[config.mk]
export PLATFORM = sky130hd
export DESIGN_NAME = cfg_loader
export DESIGN_NICKNAME = d
export VERILOG_FILES = /design/src/rtl/cfg_pkg.sv /design/src/rtl/cfg_shift_reg.sv /design/src/rtl/cfg_loader.sv
export SDC_FILE = /design/constraint.sdc
export NUM_CORES = 1
export LEC_CHECK = 0
export BUFFER_PORTS_ARGS = -buffer_cell sky130_fd_sc_hd__buf_2
export CORE_MARGIN = 1
export CORE_UTILIZATION = 45
export DETAILED_ROUTE_END_ITERATION = 6
export HOLD_SLACK_MARGIN = 0.02
export PLACE_DENSITY = 0.76
export RECOVER_POWER = 50
export SLEW_MARGIN = 20
export SYNTH_ARGS = -nofsm -noshare
export SYNTH_HDL_FRONTEND = slang
export SYNTH_SLANG_ARGS = --single-unit
[constraint.sdc]
create_clock -name clk -period 1.3 [get_ports clk]
set_input_delay 0.13 -clock clk [delete_from_list [all_inputs] [get_ports clk]]
set_output_delay 0.13 -clock clk [all_outputs]
set_load 0.005 [all_outputs]
[src/rtl/cfg_pkg.sv]
// Shared definitions for the configuration loader and the sram it feeds.
// Optional feature macro: CFG_PARITY_EN (adds the PARITY state and the
// advisory cfg_err parity check).
package cfg_pkg;

  // Default geometry, shared with the sram config/LUT memory.
  localparam int CFG_ADDR_WIDTH = 4;
  localparam int CFG_DATA_WIDTH = 1;

  // Loader FSM state encoding.
  typedef logic [1:0] cfg_state_t;
  localparam cfg_state_t IDLE   = 2'd0;
  localparam cfg_state_t LOAD   = 2'd1;
  localparam cfg_state_t PARITY = 2'd2;
  localparam cfg_state_t DONE   = 2'd3;

endpackage

[src/rtl/cfg_shift_reg.sv]
// Serial-to-parallel word assembler: collects DATA_WIDTH bits MSB-first and
// raises word_ready on the cycle whose shift completes a word. next_word is
// the word as it will look after the current shift, so the caller can
// register it on the same edge.
module cfg_shift_reg #(
  parameter int DATA_WIDTH = 1
) (
  input  logic                  clk,
  input  logic                  rst,
  input  logic                  clr,
  input  logic                  shift_en,
  input  logic                  bit_in,
  output logic [DATA_WIDTH-1:0] next_word,
  output logic                  word_ready
);

  localparam int CW = (DATA_WIDTH > 1) ? $clog2(DATA_WIDTH) : 1;

  logic [CW-1:0] bit_cnt;

  assign word_ready = shift_en && (bit_cnt == CW'(DATA_WIDTH - 1));

  // Only the low DATA_WIDTH-1 bits need storage: the oldest bit of a full
  // word is consumed on the very edge that completes it.
  generate
    if (DATA_WIDTH == 1) begin : g_bit
      assign next_word = bit_in;
    end else begin : g_vec
      logic [DATA_WIDTH-2:0] low_q;

      assign next_word = {low_q, bit_in};

      // Shift storage: cleared on reset/restart, shifts on each accepted bit.
      always_ff @(posedge clk or posedge rst) begin
        if (rst) begin
          low_q <= '0;
        end else if (clr) begin
          low_q <= '0;
        end else if (shift_en) begin
          low_q <= next_word[DATA_WIDTH-2:0];
        end
      end
    end
  endgenerate

  // Bit counter: wraps to zero on the bit that completes a word.
  always_ff @(posedge clk or posedge rst) begin
    if (rst) begin
      bit_cnt <= '0;
    end else if (clr) begin
      bit_cnt <= '0;
    end else if (shift_en) begin
      bit_cnt <= word_ready ? '0 : CW'(bit_cnt + 1'b1);
    end
  end

endmodule

[src/rtl/cfg_loader.sv]
// Serial configuration loader feeding the sram write port.
// Optional feature macro: CFG_PARITY_EN. When defined, one extra even-parity
// bit follows the data and sets cfg_err if the overall parity is odd; when
// undefined cfg_err is tied low.
//
// Stream handshake: cfg_valid qualifies cfg_bit for one cycle; there is no
// ready, the loader consumes every valid bit while in LOAD (or PARITY) and
// silently drops bits in IDLE/DONE or on a cycle where cfg_start is high.
// All outputs are registered; dbg_state exposes the FSM state.
module cfg_loader
  import cfg_pkg::*;
#(
  parameter int ADDR_WIDTH = CFG_ADDR_WIDTH,
  parameter int DATA_WIDTH = CFG_DATA_WIDTH
) (
  input  logic                  clk,
  input  logic                  rst,
  input  logic                  cfg_start,
  input  logic                  cfg_valid,
  input  logic                  cfg_bit,
  output logic [ADDR_WIDTH-1:0] waddr,
  output logic [DATA_WIDTH-1:0] wdata,
  output logic                  we,
  output logic                  cfg_busy,
  output logic                  cfg_done,
  output logic                  cfg_err,
  output logic [1:0]            dbg_state
);

  localparam int NUM_WORDS = 2 ** ADDR_WIDTH;
  // One extra bit so the counter can reach NUM_WORDS without wrapping.
  localparam logic [ADDR_WIDTH:0] LAST_WORD = (ADDR_WIDTH + 1)'(NUM_WORDS - 1);

  cfg_state_t            state_q, state_d;
  logic [ADDR_WIDTH:0]   word_cnt;
  logic                  shift_en;
  logic                  word_ready;
  logic                  last_word;
  logic [DATA_WIDTH-1:0] next_word;
  logic                  we_d;
  logic                  busy_d;
  logic                  done_d;

  assign shift_en  = (state_q == LOAD) && cfg_valid && !cfg_start;
  assign last_word = word_ready && (word_cnt == LAST_WORD);
  assign dbg_state = state_q;

  cfg_shift_reg #(
    .DATA_WIDTH (DATA_WIDTH)
  ) u_shift (
    .clk        (clk),
    .rst        (rst),
    .clr        (cfg_start),
    .shift_en   (shift_en),
    .bit_in     (cfg_bit),
    .next_word  (next_word),
    .word_ready (word_ready)
  );

`ifdef CFG_PARITY_EN
  logic par_q;
  logic par_cap;
  logic err_d;

  assign par_cap = (state_q == PARITY) && cfg_valid && !cfg_start;

  // Running XOR of every accepted data bit since the last start.
  always_ff @(posedge clk or posedge rst) begin
    if (rst) begin
      par_q <= 1'b0;
    end else if (cfg_start) begin
      par_q <= 1'b0;
    end else if (shift_en) begin
      par_q <= par_q ^ cfg_bit;
    end
  end
`endif

  // State register.
  always_ff @(posedge clk or posedge rst) begin
    if (rst) begin
      state_q <= IDLE;
    end else begin
      state_q <= state_d;
    end
  end

  // Next-state logic; cfg_start restarts the load from any state.
  always_comb begin
    state_d = state_q;
    if (cfg_start) begin
      state_d = LOAD;
    end else begin
      case (state_q)
        LOAD: begin
          if (last_word) begin
`ifdef CFG_PARITY_EN
            state_d = PARITY;
`else
            state_d = DONE;
`endif
          end
        end
`ifdef CFG_PARITY_EN
        PARITY: begin
          if (par_cap) state_d = DONE;
        end
`endif
        DONE:    state_d = DONE;
        IDLE:    state_d = IDLE;
        default: state_d = IDLE;
      endcase
    end
  end

  // Output decode: next values of the registered outputs.
  always_comb begin
    we_d   = shift_en && word_ready;
    busy_d = (state_d == LOAD) || (state_d == PARITY);
    done_d = cfg_done;
    if (cfg_start) begin
      done_d = 1'b0;
    end else if (state_q == DONE) begin
      done_d = 1'b1;
`ifdef CFG_PARITY_EN
    end else if (par_cap) begin
      done_d = 1'b1;
`endif
    end
`ifdef CFG_PARITY_EN
    err_d = cfg_err;
    if (cfg_start) begin
      err_d = 1'b0;
    end else if (par_cap) begin
      err_d = par_q ^ cfg_bit;
    end
`endif
  end

  // Word counter: address of the next word to be written.
  always_ff @(posedge clk or posedge rst) begin
    if (rst) begin
      word_cnt <= '0;
    end else if (cfg_start) begin
      word_cnt <= '0;
    end else if (shift_en && word_ready) begin
      word_cnt <= word_cnt + 1'b1;
    end
  end

  // Registered outputs; waddr/wdata hold their last written values.
  always_ff @(posedge clk or posedge rst) begin
    if (rst) begin
      we       <= 1'b0;
      waddr    <= '0;
      wdata    <= '0;
      cfg_busy <= 1'b0;
      cfg_done <= 1'b0;
    end else begin
      we       <= we_d;
      cfg_busy <= busy_d;
      cfg_done <= done_d;
      if (we_d) begin
        waddr <= word_cnt[ADDR_WIDTH-1:0];
        wdata <= next_word;
      end
    end
  end

`ifdef CFG_PARITY_EN
  // Advisory parity error flag.
  always_ff @(posedge clk or posedge rst) begin
    if (rst) begin
      cfg_err <= 1'b0;
    end else begin
      cfg_err <= err_d;
    end
  end
`else
  assign cfg_err = 1'b0;
`endif

endmodule

After elaboration in Yosys (flattened, before gate mapping):

Index checks and enable logic that the tools add are counted.

* flip-flop bits (word level): 16
* bits in latches: 0
* bits in writable memories: 0
* memory bits (read-only): 0
* input port bits: 5
* output and inout bits: 11
* word-level logic and storage cells: 36
* memories: 0

* $add $sub $neg: 2
* multipliers: 0
* divide/modulo/power cells: 0
* magnitude comparators: 0
* equal/unequal tests: 5
* shifts and indexed selects: 0
* multiplexer cells: 10
* bitwise logic cells: 1
* reduce and logical (&&, ||, !) cells: 10

Operator list (count)
* $mux 5: 2
* $reduce_bool 2->1: 3
* $add 5x1->5 const B: 1
* $eq 5x4->1 const B: 1
* $logic_and 1x1->1: 5
* $mux 1: 5
* $eq 2x1->1 const B: 2
* $eq 2x2->1 const B: 2
* $mux 2: 2
* $pmux 2 s2: 1
* $add 1x1->1 const B: 1
* $logic_not 1->1: 1
* $logic_or 1x1->1: 1
* $not 1->1: 1

Depth between registers and ports, before layout:

Gate-level depths: netlist of run 1.

* depth after elaboration: 10
* mapped depth: 5
* mapped depth without buffers: 5

Modules after synthesis:

A second synthesis of run 1 with hierarchy kept.

* cells, all modules: 58
* area total of the unflattened synthesis: 734.5 µm²

Modules (own cells, without submodules)
* cfg_loader: instances 1, cells an instance 53, area an instance 676.9 µm², seq. area each 375.4 µm²
* cfg_shift_reg: instances 1, cells an instance 5, area an instance 57.6 µm², seq. area each 25.0 µm²

Worst setup path after synthesis of run 1:

Ideal clock, no wire load.

* kind: register -> register
* start point: register state_q[1] (netlist: dbg_state[1])
* end point: register waddr[0]
* setup time: 0.125 ns
* arrival: 1.326 ns
* required time: 1.175 ns
* setup slack: -0.151 ns
* cell stages (with the launch flop): 5
* path buffers: 1
* period minus slack after synthesis: 1.451 ns
* cell sequence: dfrtp_1 -> nand3b_1 -> or3_1 -> buf_6 -> mux2_4

* word-level cells in the longest chain between the ends: 5

RTL lines
* start, declared: line cfg_loader.sv:34 `cfg_state_t state_q, state_d;`
* start signal, assigned: line cfg_loader.sv:84 `state_q <= state_d;`
* $eq 2x1->1 *: line cfg_loader.sv:44 `assign shift_en = (state_q == LOAD) && cfg_valid && !cfg_start;`
* $logic_and 1x1->1 * (2 in series): line cfg_loader.sv:44
* $logic_and 1x1->1: line cfg_shift_reg.sv:21 `assign word_ready = shift_en && (bit_cnt == CW'(DATA_WIDTH - 1));`
* $logic_and 1x1->1 *: line cfg_loader.sv:118 `we_d = shift_en && word_ready;`
* end signal, assigned: line cfg_loader.sv:164 `waddr <= word_cnt[ADDR_WIDTH-1:0];`
* end, declared: line cfg_loader.sv:21 `output logic [ADDR_WIDTH-1:0] waddr,`

Every way passes the cells marked *; elsewhere a longest branch is shown, timed or not.
A chain may end at the register's enable or synchronous reset.

Worst setup path in the final report of run 1:

* start point: register state_q[1] (netlist: dbg_state[1])
* end point: register word_cnt[3]

* word-level cells in the longest chain between the ends: 6

RTL lines
* $eq 2x1->1 *: line cfg_loader.sv:44
* $logic_and 1x1->1 * (2 in series): line cfg_loader.sv:44
* $logic_and 1x1->1: line cfg_shift_reg.sv:21
* $logic_and 1x1->1 *: line cfg_loader.sv:146 `end else if (shift_en && word_ready) begin`
* $reduce_bool 2->1 (no source line) *
* end signal, assigned: line cfg_loader.sv:147 `word_cnt <= word_cnt + 1'b1;`
* end, declared: line cfg_loader.sv:35 `logic [ADDR_WIDTH:0] word_cnt;`

Marked as above.

==> results.txt, run 1 <==
The startpoint identified for the worst register-to-register timing path is dbg_state[1]$_DFF_PP0_. The via density per instance was 5.14. The initial core utilization is 0.480. The final worst-path setup slack is -0.0839 ns, and the final net count is 95.

At the pin with the least slew margin, the transition time is 0.597 ns. Clock-pin slew was measured on the worst setup and hold paths at 0.09 ns. The logs give 16 for the number of clock sinks seen by CTS and 2260 um for the global-route wire length before repair.

The synthesized flop and latch total came out at 16. The library cell occupying the most area in the post-synthesis netlist is dfrtp_1. For this run, the detailed router's first-pass iteration total came to 3. The fraction of power spent switching nets is 0.231. Data on the critical path arrives at its endpoint at 1.56 ns. The count of endpoints failing setup in the final report was 7; the maximum number of pins on one net before global-route repair was 17. By area the synthesized netlist is led by dfrtp_1 56%, mux2_4 11%, ha_1 3.5%, a21oi_1 2.8%, nor2_1 2.6%. The number of nets in the synthesized netlist is 66. Multiplexer share of the synthesized area: 0.121. Area of the die: 0.00175 sq mm.

Leaving out fill and tap cells, the most frequent cells in the layout are 16 x dfrtp_1, 13 x buf_2, 11 x buf_4. Traced cell by cell, the critical path runs through buf_4 > and4bb_4 > nand4_1 > mux2_2. The logs give 2 for the count of routing violations after the opening detailed-route iteration and 95 for the number of placed instances, taps included. The run finished, with violations left. The relative slew slack is 0.601, and the highest cell delay on the worst timing path is 0.38 ns. The tools report the standard cell core area as 0.00149 sq mm. The endpoint required time on the critical path came out at 1.48 ns. Once placement finished, the instance area stood at 855 sq um.

The run gives 0 as the number of antenna violations at the first check in global routing. The number of global-route vias before repair came out at 522. The via count is 529, and the global router's overall resource usage is 0.175. The area fraction in compound gates after synthesis works out to 0.0701. Overall routed net length: 1350 um. After routing the design area is 945 sq um. The worst path needs 1.38 ns of the cycle, external delays included. The layout cell share with drive strength beyond 1 was 0.529; the number of buffers inserted during clock tree synthesis was 3. The mean cell area of the mapped netlist works out to 12.1 sq um. The maximum vdd ir drop came out at 0.000615 V. After detailed routing, the number of remaining DRC violations is 0.

The die width is 41.8 um, and the share of synthesized cell area in full adder, half adder and majority cells is 0.0350. Leaving out fill and tap cells, the most frequent cell in the layout is dfrtp_1. In this run, distinct cell masters in the synthesized netlist total 26.

The number of ports placed on the die boundary is 16, and the clock insertion delay at the later pin of the skew report is 0.29 ns. TritonCTS built the clock tree. Synthesis handed over a netlist of 59 instances. The congestion estimate from routability-driven global placement came to 0.741. The share of the clock period used by the worst path after layout is 1.06, and the post-DP HPWL is 857 um. In this run the tool buffered the top-level ports with 14 buffer cells. Summed over all cells, the static leakage comes to 0.490 nW. Setup repair after global routing could not meet its margin everywhere. Max-cap violations in this run came to 0.

The final standard cell count with taps included and fillers excluded was 103. The slowest cell on the critical path was dfrtp_1. The detail route stage leaves a number of antenna-violating nets equal to 0.

The run gives 714 sq um as the combined area of all synthesized cells. Fraction of post-synthesis cell area in the top cell type by area: 0.560. The class of the tightest hold or removal check was input pin to register. By startpoint and endpoint, the worst setup path is classified as register to register. The floorplan has 14 rows. The tools report the H-tree depth reported by CTS as 1. Count of endpoints failing hold in the final timing report: 0. The area added between synthesis and finish came out at 32.2%. The library cell used as clock root buffer was clkbuf_4.

The proportion of power drawn by flip-flops and latches is 0.536, and the register area share after synthesis is 0.560. The count of yosys warnings during synthesis is 0. The logs give 0.332 for the portion of total power attributed to the clock network and 0.997 mW for the total power of the final layout.

For the max-slew violation total from the final report, the log shows 0. Dividing total power by cell area gives a power density of 1060 mW/mm^2. Final hold analysis gives a worst-case slack of 0.0753 ns. The checks that failed: negative setup slack.

Critical hold path startpoint: cfg_bit. The combinational family with the most area after synthesis was simple AND/OR/NAND/NOR gates. The worst clock skew is 0.00153 ns, and the floorplan die height is 41.8 um. STA classifies the critical path startpoint as a register. The repair_antennas step left the layout with diodes totalling 0. The simple-gate share of the synthesized area came out at 0.137. The total congestion overflow was 0; the maximum clock frequency was 723 MHz. The power dissipated by switching net loads is 0.231 mW. Cell internal power was estimated by the tool at 0.766 mW. In the final routed layout, each cell accounts on average for 13.1 um.

The worst setup path is captured at a register. Maximum fanout encountered on the critical timing path: 6. The most critical setup path has its startpoint at dbg_state[1]$_DFF_PP0_. The post-synthesis share of cell area spent on xor and xnor gates is 0.0123. The tools report the combinational power share as 0.132.

The number of buffers on the longest clock path came out at 2.
==> logic make-up after synthesis <==
family	after synthesis
muxes	6
DFF	16
adders and majority gates	2
xor gates and xnor gates	1
AOI/OAI and AO/OA	8
and+or+nand+nor	17
buffers and inverters	8
other	1
==> per-layer routing <==
layer	wire, um	up-vias	track usage	part of all wire
met3	54	2	0.0261	0.040
met5	0	-	0	0
met1	619	260	0.214	0.46
met4	8	0	0.116	0.0059
li1	-	253	-	-
met2	670	14	0.284	0.50
==> power groups by stage <==
| stage | Sequential, mW | Combinational [mW] | Clock (mW) |
|---|---|---|---|
| after floorplan | 0.547 | 0.0724 | 0 |
| after global placement | 0.544 | 0.114 | 0 |
| after detailed placement | 0.545 | 0.118 | 0 |
| after CTS | 0.535 | 0.130 | 0.342 |
| after global routing | 0.537 | 0.146 | 0.368 |
| final | 0.535 | 0.132 | 0.331 |
==> repair_timing <==
item,CTS,global route
setup endpoints to repair,11,12
gates cloned,0,0
pin swaps,4,1
gates resized for setup,3,4
hold buffers,1,0
endpoints found under the hold margin,16,0
setup buffers,2,1
==> path summary, 6_finish.rpt <==
| check | to | slack (ns) | cells past startpoint |
|---|---|---|---|
| setup / recovery | word_cnt[3]$_DFFE_PP0P_ | -0.08 | 4 |
| hold / removal | wdata$_DFFE_PP0P_ | 0.08 | 2 |
| setup reg to reg | word_cnt[3]$_DFFE_PP0P_ | -0.08 | 4 |
| hold reg to reg | cfg_done$_DFFE_PP0P_ | 0.51 | 2 |
| max in group asynchronous | word_cnt[0]$_DFFE_PP0P_ | 0.47 | 3 |
| min in group asynchronous | we$_DFF_PP0_ | 0.45 | 3 |
==> area by class of cell <==
class	count	area, sq um
repair buffers	28	176
inverters	4	15.0
multi-input cells	35	297
fillers	136	544
clock buffers	4	36.3
flip-flops and latches	16	400
well taps	16	20.0
==> registers in the layout, summed over array words and instances, names as in the netlist <==
name             count
cfg_done             1
we                   1
wdata                1
cfg_busy             1
waddr                4
word_cnt             5
u_shift.bit_cnt      1
dbg_state            2
==> worst max-delay path, delay by kind of cell (launching register included) <==
family                 cells  cell delay (ns)
flip-flops                 1             0.38
buffers and inverters      1             0.15
AND/OR/NAND/NOR            2             0.47
multiplexers               1             0.28
==> cell usage after synthesis <==
cell type	count
a211oi_1	1
a21oi_1	4
a31o_2	2
and3_1	1
and3b_2	1
and4bb_2	1
buf_2	1
buf_4	1
buf_6	1
clkbuf_1	1
conb_1	1
dfrtp_1	16
ha_1	2
inv_1	4
mux2_2	1
mux2_4	5
nand2_1	3
nand2b_1	1
nand3b_1	1
nand4_1	1
nor2_1	5
nor2b_1	1
o21ai_0	1
or2_2	1
or3_1	1
xnor2_1	1
==> through the flow <==
step / TNS [ns] / setup WS (ns) / util
finish: -0.483 / -0.0839 / 0.634
global route: -1.02 / -0.143 / 0.634
global placement: -0.809 / -0.135 / 0.574
detailed placement: -1.08 / -0.170 / 0.574
CTS: -0.519 / -0.0949 / 0.624
floorplan: -0.762 / -0.151 / -
Note: power is estimated with default switching activity, not from simulation.
==> inputs of run 2 (changes only) <==
Settings changed: CORE_UTILIZATION 45 to 32, PLACE_DENSITY 0.76 to 0.59, SYNTH_HIERARCHICAL set to 1.
==> run 2 against run 1 <==
Effect of this change: the flow still finishes with violations (negative setup slack); first-iteration DRC count is 100% higher; critical path depth is 1 higher; via count is 3.2% lower; synthesized cell count is 1.7% lower; worst hold slack better by 0.00089 ns; total power is 4.6% lower; cell count is 12% higher; critical endpoint is now word_cnt[2]$_DFFE_PP0P_; largest cell class unchanged; highest routed layer unchanged.
==> results.txt, run 2 <==
The flow ran to the end, but the final reports show violations. The checks that failed: negative setup slack. The run gives 895 sq um (+4.7%) as the cell area reported after detailed placement.

The tools report the number of detailed-routing iterations run before antenna repair as 4 (+1). Count of input and output buffers: 14 (unchanged). Leaving out fill and tap cells, the most frequent cells in the layout are 16 x dfrtp_1, 13 x buf_2, 12 x buf_4. The number of synthesized flops with an enable pin works out to 0 (unchanged).

Highest cell delay on the worst timing path: 0.39 ns (about the same). The startpoint class of the critical path is a register. The area added between synthesis and finish works out to 34.9%. Leaving out fill and tap cells, the most frequent cell in the layout is dfrtp_1. The maximum clock frequency is 657 MHz (-9.0%). The tightest min-delay check is of the input pin to register type. The leakage power total was 0.526 nW (+7.2%); the combined area of all synthesized cells was 734 sq um (+2.8%). The flip-flop count of the largest register, all copies and words added is 5 (unchanged). The global router's overall resource usage came out at 0.128 (-0.0471). The wire length per cell was 11.7 um (-11%).

The leading register cell type out of synthesis was dfrtp_1. The run gives 23 (-12%) as the count of distinct cell types in the synthesized netlist. The worst clock skew was 0.00568 ns (+0.00415 ns); the total power per unit cell area was 959 mW/mm^2 (-9.1%). By count the netlist is led by 16 x dfrtp_1, 6 x inv_1, 6 x mux2_4. The share of synthesized registers carrying an async set or reset was 1.00 (unchanged); the routability congestion estimate was 0.743 (+0.34%). The tools report the maximum vdd ir drop as 0.000622 V (+1.2%). The final worst-path setup slack is -0.221 ns (-0.137 ns). The die width is 49.9 um (+19%). The run gives 16 (-1) as the maximum number of pins on one net before global-route repair. The tools report the worst hold-check slack as 0.0762 ns (+0.000886 ns). The power dissipated by switching net loads came out at 0.211 mW (-8.4%).

The largest total area in the synthesized netlist belongs to dfrtp_1. The number of clock sinks seen by CTS came out at 16 (unchanged). The logs give 0.00249 sq mm (+42%) for the area of the die and 2 (unchanged) for the number of buffers on the longest clock path.

Setup repair after global routing could not meet its margin everywhere. The slowest cell on the critical path is dfrtp_1. TritonCTS built the clock tree. For the number of antenna violations at the first check in global routing, the log shows 0 (unchanged). The run gives 0.346 (+0.014) as the portion of total power attributed to the clock network.

Ranked by total cell area, the synthesized netlist is headed by dfrtp_1 55%, mux2_4 12%, ha_1 3.4%, inv_1 3.1%, a21oi_1 2.7%. The run gives 0 (unchanged) as the count of endpoints failing hold in the final timing report. STA classifies the critical path endpoint as a register.

Antenna diode count: 0 (unchanged). The worst setup path is of the register to register kind. The logs give 65 (-1.5%) for the net count of the mapped netlist and 0 (unchanged) for the DRC violations left. The via density per instance is 4.45 (-13%).

Global-route wire length before repair: 2190 um (-2.7%). The remaining antenna violation count after routing is 0 (unchanged), and the max-cap violation count is 0 (unchanged). The post-DP HPWL was 996 um (+16%). The floorplan die height was 49.9 um (+19%).

The relative slew slack is 0.616 (+0.0147), and the clock slew at the register clock pins of the worst setup and hold paths is 0.09 ns (about the same). The cell count after synthesis was 58 (-1.7%). The total congestion overflow was 0 (unchanged).

The layout cell share with drive strength beyond 1 works out to 0.500 (-0.0287). The register with the most flip-flops in the final layout is word_cnt. The run gives 4 (+2) as the count of routing violations after the opening detailed-route iteration.

The logs give 0.739 mW (-3.5%) for the cell-internal power and 1.52 ns (+0.04 ns) for the endpoint required time on the critical path. The tree is rooted in a clkbuf_4. The initial core utilization is 0.356 (-0.124), and the number of ports placed on the die boundary is 16 (unchanged). The tools report the overall routed net length as 1350 um (-0.52%).

The clock insertion delay at the later pin of the skew report was 0.29 ns (about the same). The mean cell area of the mapped netlist was 12.7 sq um (+4.6%). The transition time at the pin with the least slew margin came out at 0.575 ns (-0.0220 ns). The combinational power share is 0.108 (-0.024), and the max-slew violation total from the final report is 0 (unchanged). The H-tree depth reported by CTS was 1 (unchanged); the fraction of power spent switching nets was 0.222 (-0.00912).

Standard cell core area: 0.00206 sq mm (+38%). The tools report the count of endpoints failing setup in the final report as 13 (+6). The tools report the proportion of power drawn by flip-flops and latches as 0.546 (+0.010). The share of the clock period used by the worst path after layout is 1.17 (+0.106).

Synthesized flop and latch total: 16 (unchanged). The maximum fanout encountered on the critical timing path came out at 3 (-3). The post-route cell area was 991 sq um (+4.9%); the number of global-route vias before repair was 509 (-2.5%). Fraction of post-synthesis cell area in the top cell type by area: 0.545 (-0.0153). The library cell with the highest instance count after synthesis is dfrtp_1. The count of yosys warnings during synthesis was 6 (+6); the floorplan row count was 16 (+2). The tools report the register area share after synthesis as 0.545 (-0.0153).

The final net count is 96 (+1.1%), and the critical path arrival is 1.74 ns (+0.18 ns). The via count is 512 (-3.2%). The critical path goes through and4bb_4 > and2b_2 > nand4b_1 > or3_1 > a21oi_2. The final critical-path required period was 1.52 ns (+0.137 ns); the number of buffers inserted during clock tree synthesis was 3 (unchanged).
run 2: changes by cell type after synthesis, sizes merged, moves of 2 or more:
cell | before | now
inv | 4 | 6
nand2 | 3 | 1
a31o | 2 | 0
nor3b | 0 | 2
and2b | 0 | 2
run 2: worst max-delay path: cells and delay by family, from the launching register on:
family          cells  cell delay (ns)
compound gates      1             0.12
simple gates        4             0.94
flops               1             0.39
run 2: power groups by stage:
| stage | logic [mW] | clock network (mW) | registers [mW] |
|---|---|---|---|
| after CTS | 0.105 | 0.344 | 0.519 |
| after detailed placement | 0.0912 | 0 | 0.529 |
| after global routing | 0.114 | 0.364 | 0.521 |
| final | 0.103 | 0.329 | 0.519 |
| after floorplan | 0.0538 | 0 | 0.530 |
| after global placement | 0.0883 | 0 | 0.528 |
run 2: worst paths after layout:
path | start | endpoint | slack (ns) | depth (start not counted)
worst min-delay path | cfg_bit | wdata$_DFFE_PP0P_ | 0.08 | 2
worst max register to register | dbg_state[1]$_DFF_PP0_ | word_cnt[2]$_DFFE_PP0P_ | -0.22 | 5
min in group asynchronous | rst | u_shift/bit_cnt$_DFFE_PP0P_ | 0.19 | 3
worst max-delay path | dbg_state[1]$_DFF_PP0_ | word_cnt[2]$_DFFE_PP0P_ | -0.22 | 5
max in group asynchronous | rst | waddr[1]$_DFFE_PP0P_ | 0.50 | 3
worst min register to register | waddr[2]$_DFFE_PP0P_ | waddr[2]$_DFFE_PP0P_ | 0.51 | 1
run 2: layout make-up:
cell class	instances	area [sq um]
Timing Repair Buffer	29	191
Tap cell	27	33.8
Fill cell	198	1070
Multi-Input combinational cell	33	307
Sequential cell	16	400
Clock buffer	4	36.3
Inverter	6	22.5
run 2: repair_timing:
action,in CTS,in global routing
hold buffers,1,0
gates cloned,0,0
endpoints found under the setup margin,11,13
resized for setup,5,3
setup buffers,3,0
hold endpoints to repair,16,0
pin swaps,3,1
run 2: metrics by stage:
step           setup slack [ns]   util  TNS [ns]  power, mW  std cells
3_5_place_dp             -0.232  0.434     -1.39      0.621        107
4_1_cts                  -0.212  0.479     -1.92      0.968        115
5_1_grt                  -0.283  0.481     -2.49      0.999        115
2_1_floorplan            -0.321      -     -1.63      0.584         58
3_3_place_gp             -0.173  0.434     -1.06      0.616        107
6_report                 -0.221  0.481     -1.94      0.951        115
run 2: cells by family (layout without fill, tap and decap cells):
group           count (synthesis)  count (layout)  synth area share
compound gates                  6               6            0.0409
simple gates                   16              16             0.160
flops                          16              16             0.545
mux                             7               7             0.136
xor+xnor                        1               1            0.0119
other cells                     1               1           0.00511
buf+inv                         9              39            0.0664
fa+ha+maj                       2               2            0.0341
run 2: metal layers:
layer	routed length, um	track usage	up-vias
met3	64	0.0556	5
li1	-	-	253
met2	679	0.205	16
met5	0	0	-
met4	31	0.0714	0
met1	569	0.140	238
==> inputs of run 3 (changes only) <==
Settings changed: CORE_UTILIZATION 32 to 30, PLACE_DENSITY 0.59 to 0.56.
==> run 3 against run 2 <==
Effect of this change: worst hold slack improved by 0.0091 ns; non-clock buffer count decreased by 1; clock power decreased by 3%; maximum frequency decreased by 3.7%; flip-flop and latch count unchanged; highest routed layer unchanged; critical path depth unchanged; largest cell class unchanged; critical path type unchanged; utilization decreased by 3.8 points; register-to-register slack got worse by 0.06 ns; the run still ends with negative setup slack left.
==> results.txt, run 3 (synthesized netlist as in run 2, its figures left out) <==
The run finished, with violations left. The checks that failed: negative setup slack. The run gives 0.28 ns (about the same) as the clock insertion delay at the later pin of the skew report. Register bank with the most flops: word_cnt. Compared with the post-synthesis result, the final layout area differs by 35.9%. The number of placed instances, taps included was 109 (+1.9%); the maximum vdd ir drop was 0.000617 V (-0.76%). STA classifies the critical path startpoint as a register. The final worst-path setup slack was -0.280 ns (-0.0592 ns). Setup repair after global routing could not meet its margin everywhere. The transition time at the pin with the least slew margin was 0.569 ns (-0.00617 ns); the maximum number of pins on one net before global-route repair was 16 (unchanged). The global-route wire length before repair is 2230 um (+1.5%). The leading cell type in the layout, fill and taps excluded is dfrtp_1. The run gives 489 (-3.9%) as the number of global-route vias before repair. Classification of the worst setup path: register to register. The tools report the count of endpoints failing setup in the final report as 13 (unchanged). Count of endpoints failing hold in the final timing report: 0 (unchanged). The layout cell share with drive strength beyond 1 was 0.517 (+0.0172); the share of the clock period used by the worst path after layout was 1.22 (+0.0455). The total congestion overflow was 0 (unchanged); the area of the die was 0.00265 sq mm (+6.4%). The logs give 0 (unchanged) for the max-slew violation total from the final report and 520 (+1.6%) for the via count. The remaining antenna violation count after routing is 0 (unchanged), and the total power of the final layout is 0.943 mW (-0.79%). The H-tree depth reported by CTS came out at 1 (unchanged). The worst clock skew came out at 0.00159 ns (-0.00409 ns).

The count of input and output buffers is 14 (unchanged). The share of the core filled with cells in the final layout was 0.443 (-0.0377); the routability congestion estimate was 0.656 (-12%). The flip-flop count of the largest register, all copies and words added came out at 5 (unchanged).

The power dissipated by switching net loads was 0.204 mW (-3.6%). The library cells used most frequently in the layout, excluding fill and tap cells, are 16 x dfrtp_1, 13 x buf_2, 11 x buf_4. The tools report the number of antenna violations at the first check in global routing as 0 (unchanged). The overall routed net length came out at 1300 um (-3.2%). Cell-internal power: 0.740 mW (about the same). The tools report the DRC violations left as 0 (unchanged). The tools report the combinational power share as 0.112 (+0.004). The maximum fanout encountered on the critical timing path came out at 4 (+1). The run gives 633 MHz (-3.7%) as the maximum clock frequency. Number of clock sinks seen by CTS: 16 (unchanged).

The tools report the library cell used as clock root buffer as clkbuf_4. The number of buffers on the longest clock path is 2 (unchanged), and the floorplan row count is 17 (+1). TritonCTS built the clock tree. The relative slew slack is 0.620 (+0.00412), and the total power per unit cell area is 945 mW/mm^2 (-1.5%). The logs give 0.339 (-0.007) for the portion of total power attributed to the clock network and 0.326 (-0.0304) for the initial core utilization. For the number of detailed-routing iterations run before antenna repair, the log shows 2 (-2). The standard cell core area is 0.00225 sq mm (+9.3%), and the via density per instance is 4.52 (+1.6%).

The die width was 51.5 um (+3.2%); the number of buffers inserted during clock tree synthesis was 3 (unchanged). The post-DP HPWL was 942 um (-5.3%); the setup slack at placement was -0.269 ns (-0.0361 ns). The final critical-path required period was 1.58 ns (+0.0592 ns); the leakage power total was 0.520 nW (-1.0%). The kind of capture point of the worst setup path was a register. The fraction of power spent switching nets is 0.216 (-0.00638), and the final net count is 95 (-1.0%). The proportion of power drawn by flip-flops and latches was 0.549 (+0.003).

The floorplan die height came out at 51.5 um (+3.2%). The number of ports placed on the die boundary is 16 (unchanged). For the max-cap violation count, the log shows 0 (unchanged). The critical path arrival was 1.80 ns (+0.06 ns).

Clock slew at the register clock pins of the worst setup and hold paths: 0.09 ns (about the same). Class of the tightest hold or removal check: input pin to register. The run gives 0.0853 ns (+0.00909 ns) as the worst hold-check slack. The final standard cell count with taps included and fillers excluded came out at 115 (unchanged).

The endpoint required time on the critical path was 1.52 ns (about the same). The count of routing violations after the opening detailed-route iteration was 1 (-3); the wire length per cell was 11.3 um (-3.2%). The tools report the global router's overall resource usage as 0.117 (-0.0104).

For the antenna diode count, the log shows 0 (unchanged).
[run 3: changes by cell type in the layout (fill, tap and decap cells not counted), sizes merged]
| cell | before | now |
|---|---|---|
| buf | 27 | 26 |
[run 3: final cells by class]
class,count,area [sq um]
Clock buffer,4,36.3
Fill cell,224,1260
Inverter,6,22.5
Multi-Input combinational cell,33,320
Sequential cell,16,400
Tap cell,28,35.0
Timing Repair Buffer,28,184
[run 3: path summary, 6_finish.rpt]
kind	start	end	slack [ns]	cells past startpoint
worst max-delay path	dbg_state[1]$_DFF_PP0_	word_cnt[2]$_DFFE_PP0P_	-0.28	5
worst min-delay path	cfg_bit	wdata$_DFFE_PP0P_	0.09	2
worst max register to register	dbg_state[1]$_DFF_PP0_	word_cnt[2]$_DFFE_PP0P_	-0.28	5
worst min register to register	waddr[0]$_DFFE_PP0P_	waddr[0]$_DFFE_PP0P_	0.51	1
max in group asynchronous	rst	word_cnt[2]$_DFFE_PP0P_	0.50	3
min in group asynchronous	rst	u_shift/bit_cnt$_DFFE_PP0P_	0.21	3
[run 3: metrics by stage]
| stage | setup TNS, ns | cell area (sq um) |
|---|---|---|
| 2_1_floorplan | -1.63 | 734 |
| 3_3_place_gp | -1.60 | 903 |
| 3_5_place_dp | -1.94 | 903 |
| 4_1_cts | -2.59 | 982 |
| 5_1_grt | -3.42 | 998 |
| 6_report | -2.65 | 998 |
[run 3: layer usage]
metal | up-vias | global-route usage | share of wire
met3 | 2 | 0.0536 | 0.064
met5 | - | 0 | 0
met4 | 0 | 0.0270 | 0.0069
li1 | 250 | - | -
met1 | 251 | 0.152 | 0.46
met2 | 17 | 0.177 | 0.47
[run 3: critical path, stage by stage (launching register included)]
cell	delay, ns
dfrtp_1	0.39
and4bb_4	0.29
and2b_2	0.15
nand4b_1	0.17
or3_1	0.37
a21oi_2	0.14
[run 3: timing repair]
action | in CTS | in global routing
pin swaps | 3 | 4
hold buffers | 1 | 0
buffers inserted | 1 | 1
gates resized for setup | 5 | 7
endpoints found under the setup margin | 13 | 13
cloned | 0 | 0
hold endpoints to repair | 16 | 0
[run 3: power groups by stage]
stage	Combinational, mW	Clock, mW	Sequential [mW]
after global placement	0.0930	0	0.527
final	0.105	0.320	0.518
after detailed placement	0.0952	0	0.528
after CTS	0.106	0.341	0.518
after floorplan	0.0538	0	0.530
after global routing	0.116	0.369	0.520
